File: config.mk
export PLATFORM = sky130hd
export DESIGN_NAME = scl_pix_packer
export DESIGN_NICKNAME = d
export VERILOG_FILES = /design/src/rtl/scl_pix_packer.sv
export SDC_FILE = /design/constraint.sdc
export NUM_CORES = 1
export LEC_CHECK = 0
export ABC_AREA = 1
export BUFFER_PORTS_ARGS = -buffer_cell sky130_fd_sc_hd__buf_2
export CORE_MARGIN = 5
export CORE_UTILIZATION = 60
export CTS_CLUSTER_DIAMETER = 120
export CTS_CLUSTER_SIZE = 16
export DETAILED_ROUTE_END_ITERATION = 6
export GPL_ROUTABILITY_DRIVEN = 0
export GPL_TIMING_DRIVEN = 0
export PLACE_DENSITY_LB_ADDON = 0.08
export SLEW_MARGIN = 0
export SYNTH_ARGS = -nofsm -noshare
export SYNTH_HDL_FRONTEND = slang
export SYNTH_SLANG_ARGS = --single-unit
export TNS_END_PERCENT = 100
File: constraint.sdc
create_clock -name tm3_clk_v0 -period 2.7 [get_ports tm3_clk_v0]
set_input_delay 0.54 -clock tm3_clk_v0 [delete_from_list [all_inputs] [get_ports tm3_clk_v0]]
set_output_delay 0.54 -clock tm3_clk_v0 [all_outputs]
set_load 0.005 [all_outputs]
File: src/rtl/scl_pix_packer.sv
// scl_pix_packer
//   Packs the three scaled gray pixel streams (1/1, 1/2, 1/4) into 32-bit words, four pixels
//   per word with the first pixel in byte lane 0. Each scale has its own base address, word
//   counter and two-entry word FIFO. A two-state FSM drains the FIFOs round-robin
//   (1 -> 2 -> 4 -> 1) over a req/ack write port.
// Ports
//   tm3_clk_v0            clock, rising edge
//   rst_n                 asynchronous active-low reset
//   vidin_new_data_scld_* pixel strobe per scale
//   vidin_gray_scld_*     8-bit pixel per scale
//   frame_start           one-cycle pulse, restarts pixel and word counters of all scales
//   ovf_clr               clears the sticky overflow flags (a new overflow wins)
//   wr_req/wr_ack         write handshake, transfer = wr_req & wr_ack
//   wr_addr/wr_data       word address and packed word, stable while wr_req=1
//   ovf                   sticky overflow flags {scale4, scale2, scale1}
module scl_pix_packer #(
  parameter int unsigned ADDR_W  = 16,
  parameter int unsigned BASE_1  = 0,
  parameter int unsigned BASE_2  = 19200,
  parameter int unsigned BASE_4  = 24000,
  parameter int unsigned WORDS_1 = 19200,
  parameter int unsigned WORDS_2 = 4800,
  parameter int unsigned WORDS_4 = 1200
) (
  input  logic              tm3_clk_v0,
  input  logic              rst_n,
  input  logic              vidin_new_data_scld_1,
  input  logic              vidin_new_data_scld_2,
  input  logic              vidin_new_data_scld_4,
  input  logic [7:0]        vidin_gray_scld_1,
  input  logic [7:0]        vidin_gray_scld_2,
  input  logic [7:0]        vidin_gray_scld_4,
  input  logic              frame_start,
  input  logic              ovf_clr,
  output logic              wr_req,
  output logic [ADDR_W-1:0] wr_addr,
  output logic [31:0]       wr_data,
  input  logic              wr_ack,
  output logic [2:0]        ovf
);

  localparam logic [2:0][ADDR_W-1:0] Base = {ADDR_W'(BASE_4), ADDR_W'(BASE_2), ADDR_W'(BASE_1)};
  localparam logic [2:0][ADDR_W-1:0] Last = {ADDR_W'(WORDS_4 - 1), ADDR_W'(WORDS_2 - 1),
                                             ADDR_W'(WORDS_1 - 1)};

  typedef enum logic [0:0] {StIdle, StReq} state_e;

  logic [2:0]       strobe;
  logic [2:0][7:0]  gray;

  assign strobe = {vidin_new_data_scld_4, vidin_new_data_scld_2, vidin_new_data_scld_1};
  assign gray   = {vidin_gray_scld_4, vidin_gray_scld_2, vidin_gray_scld_1};

  // Packing stage: a completed word is held for one cycle in pend_* before entering its FIFO.
  logic [2:0][1:0]        pix_cnt_q;
  logic [2:0][23:0]       lanes_q;
  logic [2:0][ADDR_W-1:0] word_cnt_q;
  logic [2:0]             pend_vld_q;
  logic [2:0][31:0]       pend_data_q;
  logic [2:0][ADDR_W-1:0] pend_addr_q;

  always_ff @(posedge tm3_clk_v0 or negedge rst_n) begin
    if (!rst_n) begin
      pix_cnt_q   <= '0;
      lanes_q     <= '0;
      word_cnt_q  <= '0;
      pend_vld_q  <= '0;
      pend_data_q <= '0;
      pend_addr_q <= '0;
    end else begin
      for (int k = 0; k < 3; k++) begin
        pend_vld_q[k] <= 1'b0;
        if (frame_start) begin
          // Partial word is abandoned; a coincident pixel starts the new frame in lane 0.
          word_cnt_q[k] <= '0;
          pix_cnt_q[k]  <= strobe[k] ? 2'd1 : 2'd0;
          if (strobe[k]) lanes_q[k][7:0] <= gray[k];
        end else if (strobe[k]) begin
          pix_cnt_q[k] <= pix_cnt_q[k] + 2'd1;
          case (pix_cnt_q[k])
            2'd0: lanes_q[k][7:0]   <= gray[k];
            2'd1: lanes_q[k][15:8]  <= gray[k];
            2'd2: lanes_q[k][23:16] <= gray[k];
            default: begin
              pend_vld_q[k]  <= 1'b1;
              pend_data_q[k] <= {gray[k], lanes_q[k]};
              pend_addr_q[k] <= Base[k] + word_cnt_q[k];
              word_cnt_q[k]  <= (word_cnt_q[k] == Last[k]) ? '0
                                                           : word_cnt_q[k] + ADDR_W'(1);
            end
          endcase
        end
      end
    end
  end

  // Per-scale two-entry FIFOs. The head stays in the FIFO until its write is acknowledged.
  logic [2:0][1:0][31:0]       fifo_data_q;
  logic [2:0][1:0][ADDR_W-1:0] fifo_addr_q;
  logic [2:0]                  fifo_wp_q;
  logic [2:0]                  fifo_rp_q;
  logic [2:0][1:0]             fifo_cnt_q;
  logic [2:0]                  push;
  logic [2:0]                  pop;
  logic [2:0]                  drop;
  logic [2:0]                  ovf_q;

  state_e            state_q, state_d;
  logic [1:0]        rr_q, rr_d;
  logic [1:0]        sel_q, sel_d;
  logic              wr_req_q, wr_req_d;
  logic [ADDR_W-1:0] wr_addr_q, wr_addr_d;
  logic [31:0]       wr_data_q, wr_data_d;

  always_comb begin
    push = '0;
    pop  = '0;
    drop = '0;
    for (int k = 0; k < 3; k++) begin
      // Full check uses the count before any same-cycle pop.
      push[k] = pend_vld_q[k] && (fifo_cnt_q[k] != 2'd2);
      drop[k] = pend_vld_q[k] && (fifo_cnt_q[k] == 2'd2);
      pop[k]  = (state_q == StReq) && wr_ack && (sel_q == 2'(k));
    end
  end

  always_ff @(posedge tm3_clk_v0 or negedge rst_n) begin
    if (!rst_n) begin
      fifo_data_q <= '0;
      fifo_addr_q <= '0;
      fifo_wp_q   <= '0;
      fifo_rp_q   <= '0;
      fifo_cnt_q  <= '0;
      ovf_q       <= '0;
    end else begin
      for (int k = 0; k < 3; k++) begin
        if (push[k]) begin
          fifo_data_q[k][fifo_wp_q[k]] <= pend_data_q[k];
          fifo_addr_q[k][fifo_wp_q[k]] <= pend_addr_q[k];
          fifo_wp_q[k]                 <= ~fifo_wp_q[k];
        end
        if (pop[k]) fifo_rp_q[k] <= ~fifo_rp_q[k];
        fifo_cnt_q[k] <= fifo_cnt_q[k] + {1'b0, push[k]} - {1'b0, pop[k]};
      end
      ovf_q <= (ovf_clr ? 3'b000 : ovf_q) | drop;
    end
  end

  // Round-robin pick: first non-empty FIFO starting at rr_q.
  logic       found;
  logic [1:0] pick;
  logic [2:0] sum;
  logic [1:0] cand;

  always_comb begin
    found = 1'b0;
    pick  = '0;
    sum   = '0;
    cand  = '0;
    for (int i = 0; i < 3; i++) begin
      sum  = {1'b0, rr_q} + 3'(i);
      cand = (sum >= 3'd3) ? 2'(sum - 3'd3) : sum[1:0];
      if (!found && (fifo_cnt_q[cand] != 2'd0)) begin
        found = 1'b1;
        pick  = cand;
      end
    end
  end

  always_comb begin
    state_d   = state_q;
    rr_d      = rr_q;
    sel_d     = sel_q;
    wr_req_d  = wr_req_q;
    wr_addr_d = wr_addr_q;
    wr_data_d = wr_data_q;
    case (state_q)
      StIdle: begin
        if (found) begin
          state_d   = StReq;
          sel_d     = pick;
          rr_d      = (pick == 2'd2) ? 2'd0 : pick + 2'd1;
          wr_req_d  = 1'b1;
          wr_addr_d = fifo_addr_q[pick][fifo_rp_q[pick]];
          wr_data_d = fifo_data_q[pick][fifo_rp_q[pick]];
        end
      end
      StReq: begin
        if (wr_ack) begin
          wr_req_d = 1'b0;
          state_d  = StIdle;
        end
      end
      default: state_d = StIdle;
    endcase
  end

  always_ff @(posedge tm3_clk_v0 or negedge rst_n) begin
    if (!rst_n) begin
      state_q   <= StIdle;
      rr_q      <= '0;
      sel_q     <= '0;
      wr_req_q  <= 1'b0;
      wr_addr_q <= '0;
      wr_data_q <= '0;
    end else begin
      state_q   <= state_d;
      rr_q      <= rr_d;
      sel_q     <= sel_d;
      wr_req_q  <= wr_req_d;
      wr_addr_q <= wr_addr_d;
      wr_data_q <= wr_data_d;
    end
  end

  assign wr_req  = wr_req_q;
  assign wr_addr = wr_addr_q;
  assign wr_data = wr_data_q;
  assign ovf     = ovf_q;

endmodule

==> impl_metrics.json <==
{
  "status": "complete, no violations",
  "timing.hold.ws_ps": 167,
  "crit_type": "flop to flop",
  "insertion_delay_ps": 600,
  "drtPass1Iterations": 6,
  "crit_path_end_kind": "flop",
  "drtAntennaViolNets": 0,
  "grt.busiest_layer": "met2",
  "netlist_area_um2": 28100,
  "die_x_um": 226,
  "cts_inserted_buffers": 45,
  "max_stage_delay_ps": 440,
  "critPathMaxFanout": 8,
  "synth_nets": 3478,
  "rsz0062_at_grt": "true",
  "cts_tree": "yes",
  "setup_violations": 0,
  "cp_data_required_time_ps": 3190,
  "ys.flop_type": "dfrtp_1",
  "syn_avg_cell_area_um2": 8.22,
  "diodes": 0,
  "vias": 23800,
  "ff2ff_setup_slack_ps": 20,
  "vdd_ir_drop_max_uv": 875,
  "drt-wirelength-per-cell_um": 19.1,
  "clkTransAtPathRegs_ps": 80,
  "worst_r2r_endpoint": "wr_data[24]$_DFFE_PN0P_",
  "wl_mm": 79.9,
  "grt_pass1_vias": 23000,
  "antenna_found_initial": 0,
  "p_per_area_nw_per_um2": 1340,
  "track_usage_pct": 31.3,
  "crit_slowest_cell": "dfrtp_1",
  "yosys_warnings": 0,
  "arrival_ps": 3170,
  "fmax_mhz": 373,
  "synth_edf_count": 0,
  "die-area_um2": 51200,
  "io_pins": 84,
  "final_core_util_pct": 67.0,
  "hold_path_startpoint": "vidin_gray_scld_2[4]",
  "dpl.hpwl_mm": 58.4,
  "yosys_register_bits": 630,
  "r2r_cells": 21,
  "drc": 0,
  "fin_crit_sh_pct": 99.4,
  "finClkSkew_ps": 25.8,
  "root_buffer": "clkbuf_16",
  "use_met2_pct": 49.8,
  "cpMostUsedCell": "nand2_1",
  "worst_pin_slew_ps": 909,
  "final_common_cell": "nand2_1",
  "clockBufferDepth": 3,
  "hold_end": "pend_data_q[60]$_DFFE_PN0P_",
  "path_cells": "inv_2 > ha_4 > inv_2 > nor2_1 > nand2_2 > nand2_4 > inv_2 > nand3_1 > nand2_2 > nor2_4 > buf_6 > clkinv_8 > buf_8 > buf_4 > buf_8 > nand2_2 > nand2_1 > nand2_1 > nand2_1 > nand2_1 > nand2_1",
  "cts.sinks": 630,
  "drv_cap": 0,
  "grt_use_met1_pct": 43.7,
  "power_leakage_nw": 15.6,
  "drt_iter0_drc": 2386,
  "met3_usage_pct": 3.51,
  "yosysUniqueCellTypes": 37,
  "vias_per_cell": 5.68,
  "grt_pass1_wl_mm": 126,
  "async_flop_share_pct": 100,
  "final_max_slew_viol_count": 0,
  "holdPathStages": 3,
  "slew_headroom_pct": 39.4,
  "r2r-start": "rr_q[0]$_DFFE_PN0P_",
  "grt-ovfl-total": 0,
  "hold_viol_final": 0,
  "rows": 79,
  "start_util_pct": 60.4,
  "final_cell_mix": "1144 x nand2_1, 630 x dfrtp_1, 545 x o21ai_0",
  "syn_inst": 3415,
  "cp-start-kind": "flop",
  "area_growth_pct": 10.9,
  "final.min_clock_period_ps": 2680,
  "portBuffers": 83,
  "drive_above_1_share_pct": 7.87,
  "chipHeight_um": 226,
  "htreeDepth": 2,
  "core_area_um2": 46500,
  "min_path_type": "primary input to flop",
  "grt_max_degree": 127,
  "ys_seq_area_share_pct": 56.2,
  "final_nets": 3646
}
## stage by stage
stage	setup TNS [ps]	setup slack (ps)	power (mW)	cells	cell area [µm²]
CTS	-2.55	-2.55	40.0	4172	30700
global placement	-7238210	-11570	32.7	4105	29200
global route	-1620	-84.4	44.6	4189	31100
floorplan	0	529	26.6	3415	28100
finish	0	16.9	41.6	4189	31100
detailed placement	-20680	-251	33.2	4110	29400
## critical path: cells and delay by family (launching register included)
family | cells | cell delay [ps]
flops | 1 | 440
fa+ha+maj | 1 | 140
simple gates | 12 | 1110
buf+inv | 8 | 860
## sequential cells by signal, indices dropped and copies added, names as in the netlist, 6 cells and up
register,flops
fifo_addr_q,96
fifo_cnt_q,6
fifo_data_q,192
lanes_q,72
pend_addr_q,48
pend_data_q,96
pix_cnt_q,6
word_cnt_q,48
wr_addr,16
wr_data,32
## power breakdown
part / internal [mW] / switching, mW
combinational: 7.37 / 13.9
clock: 2.96 / 3.20
sequential: 12.6 / 1.58
## synth_stat cells (7+ instances only)
cell | number | area, µm²
a21oi_1 | 16 | 80.1
buf_1 | 15 | 56.3
buf_2 | 36 | 180
buf_4 | 7 | 52.6
buf_6 | 8 | 90.1
clkbuf_1 | 115 | 432
dfrtp_1 | 630 | 15800
ha_1 | 31 | 388
inv_1 | 436 | 1640
nand2_1 | 1159 | 4350
nand3_1 | 245 | 1230
nor2_1 | 49 | 184
nor3_1 | 11 | 55.1
o21ai_0 | 545 | 2730
o22ai_1 | 27 | 169
xnor2_1 | 8 | 70.1
xor2_1 | 26 | 228
## how the worst max path moves through the flow
| stage | from | to | slack (ps) | cells after the start |
|---|---|---|---|---|
| after floorplan | rr_q[0]$_DFFE_PN0P_ | wr_addr[5]$_DFFE_PN0P_ | 530 | 16 |
| after global placement | rst_n | word_cnt_q[43]$_DFFE_PN0P_ | -11570 | 1 |
| after detailed placement | frame_start | pend_data_q[94]$_DFFE_PN0P_ | -250 | 6 |
| after CTS | rr_q[1]$_DFFE_PN0P_ | wr_data[4]$_DFFE_PN0P_ | -3 | 18 |
| after global routing | rr_q[0]$_DFFE_PN0P_ | wr_data[26]$_DFFE_PN0P_ | -80 | 21 |
| final | rr_q[0]$_DFFE_PN0P_ | wr_data[24]$_DFFE_PN0P_ | 20 | 21 |
## repair_timing
item	4_1_cts	5_1_grt
gates resized for setup	18	96
hold buffers	2	0
endpoints found under the hold margin	72	0
pin swaps	2	29
cloned	0	1
setup endpoints to repair	51	72
buffers inserted	14	16
## logic make-up after synthesis
logic type               after synthesis  synth area share (%)
adder cells (fa/ha/maj)               31                  1.38
AO/OA/AOI/OAI                        605                  11.0
AND/OR/NAND/NOR                     1493                  21.6
flip-flops                           630                  56.2
buffers and inverters                622                  8.79
XOR/XNOR                              34                  1.06
## routing by layer
metal / wire length [µm] / share of wire, % / vias up
met1: 33000 / 41 / 11700
met4: 4550 / 5.7 / 0
met2: 37400 / 47 / 920
met5: 0 / 0 / -
li1: - / - / 11000
met3: 4950 / 6.2 / 222
## final cells by class
type | instances | area [µm²]
clock inverters | 1 | 11.3
inverters | 441 | 1670
clock buffers | 45 | 1130
fillers | 3952 | 15300
flip-flops and latches | 630 | 15800
plain buffers | 181 | 950
repair buffers | 121 | 872
well taps | 607 | 759
multi-input cells | 2163 | 9980
Power figures use the tool's default switching activity.
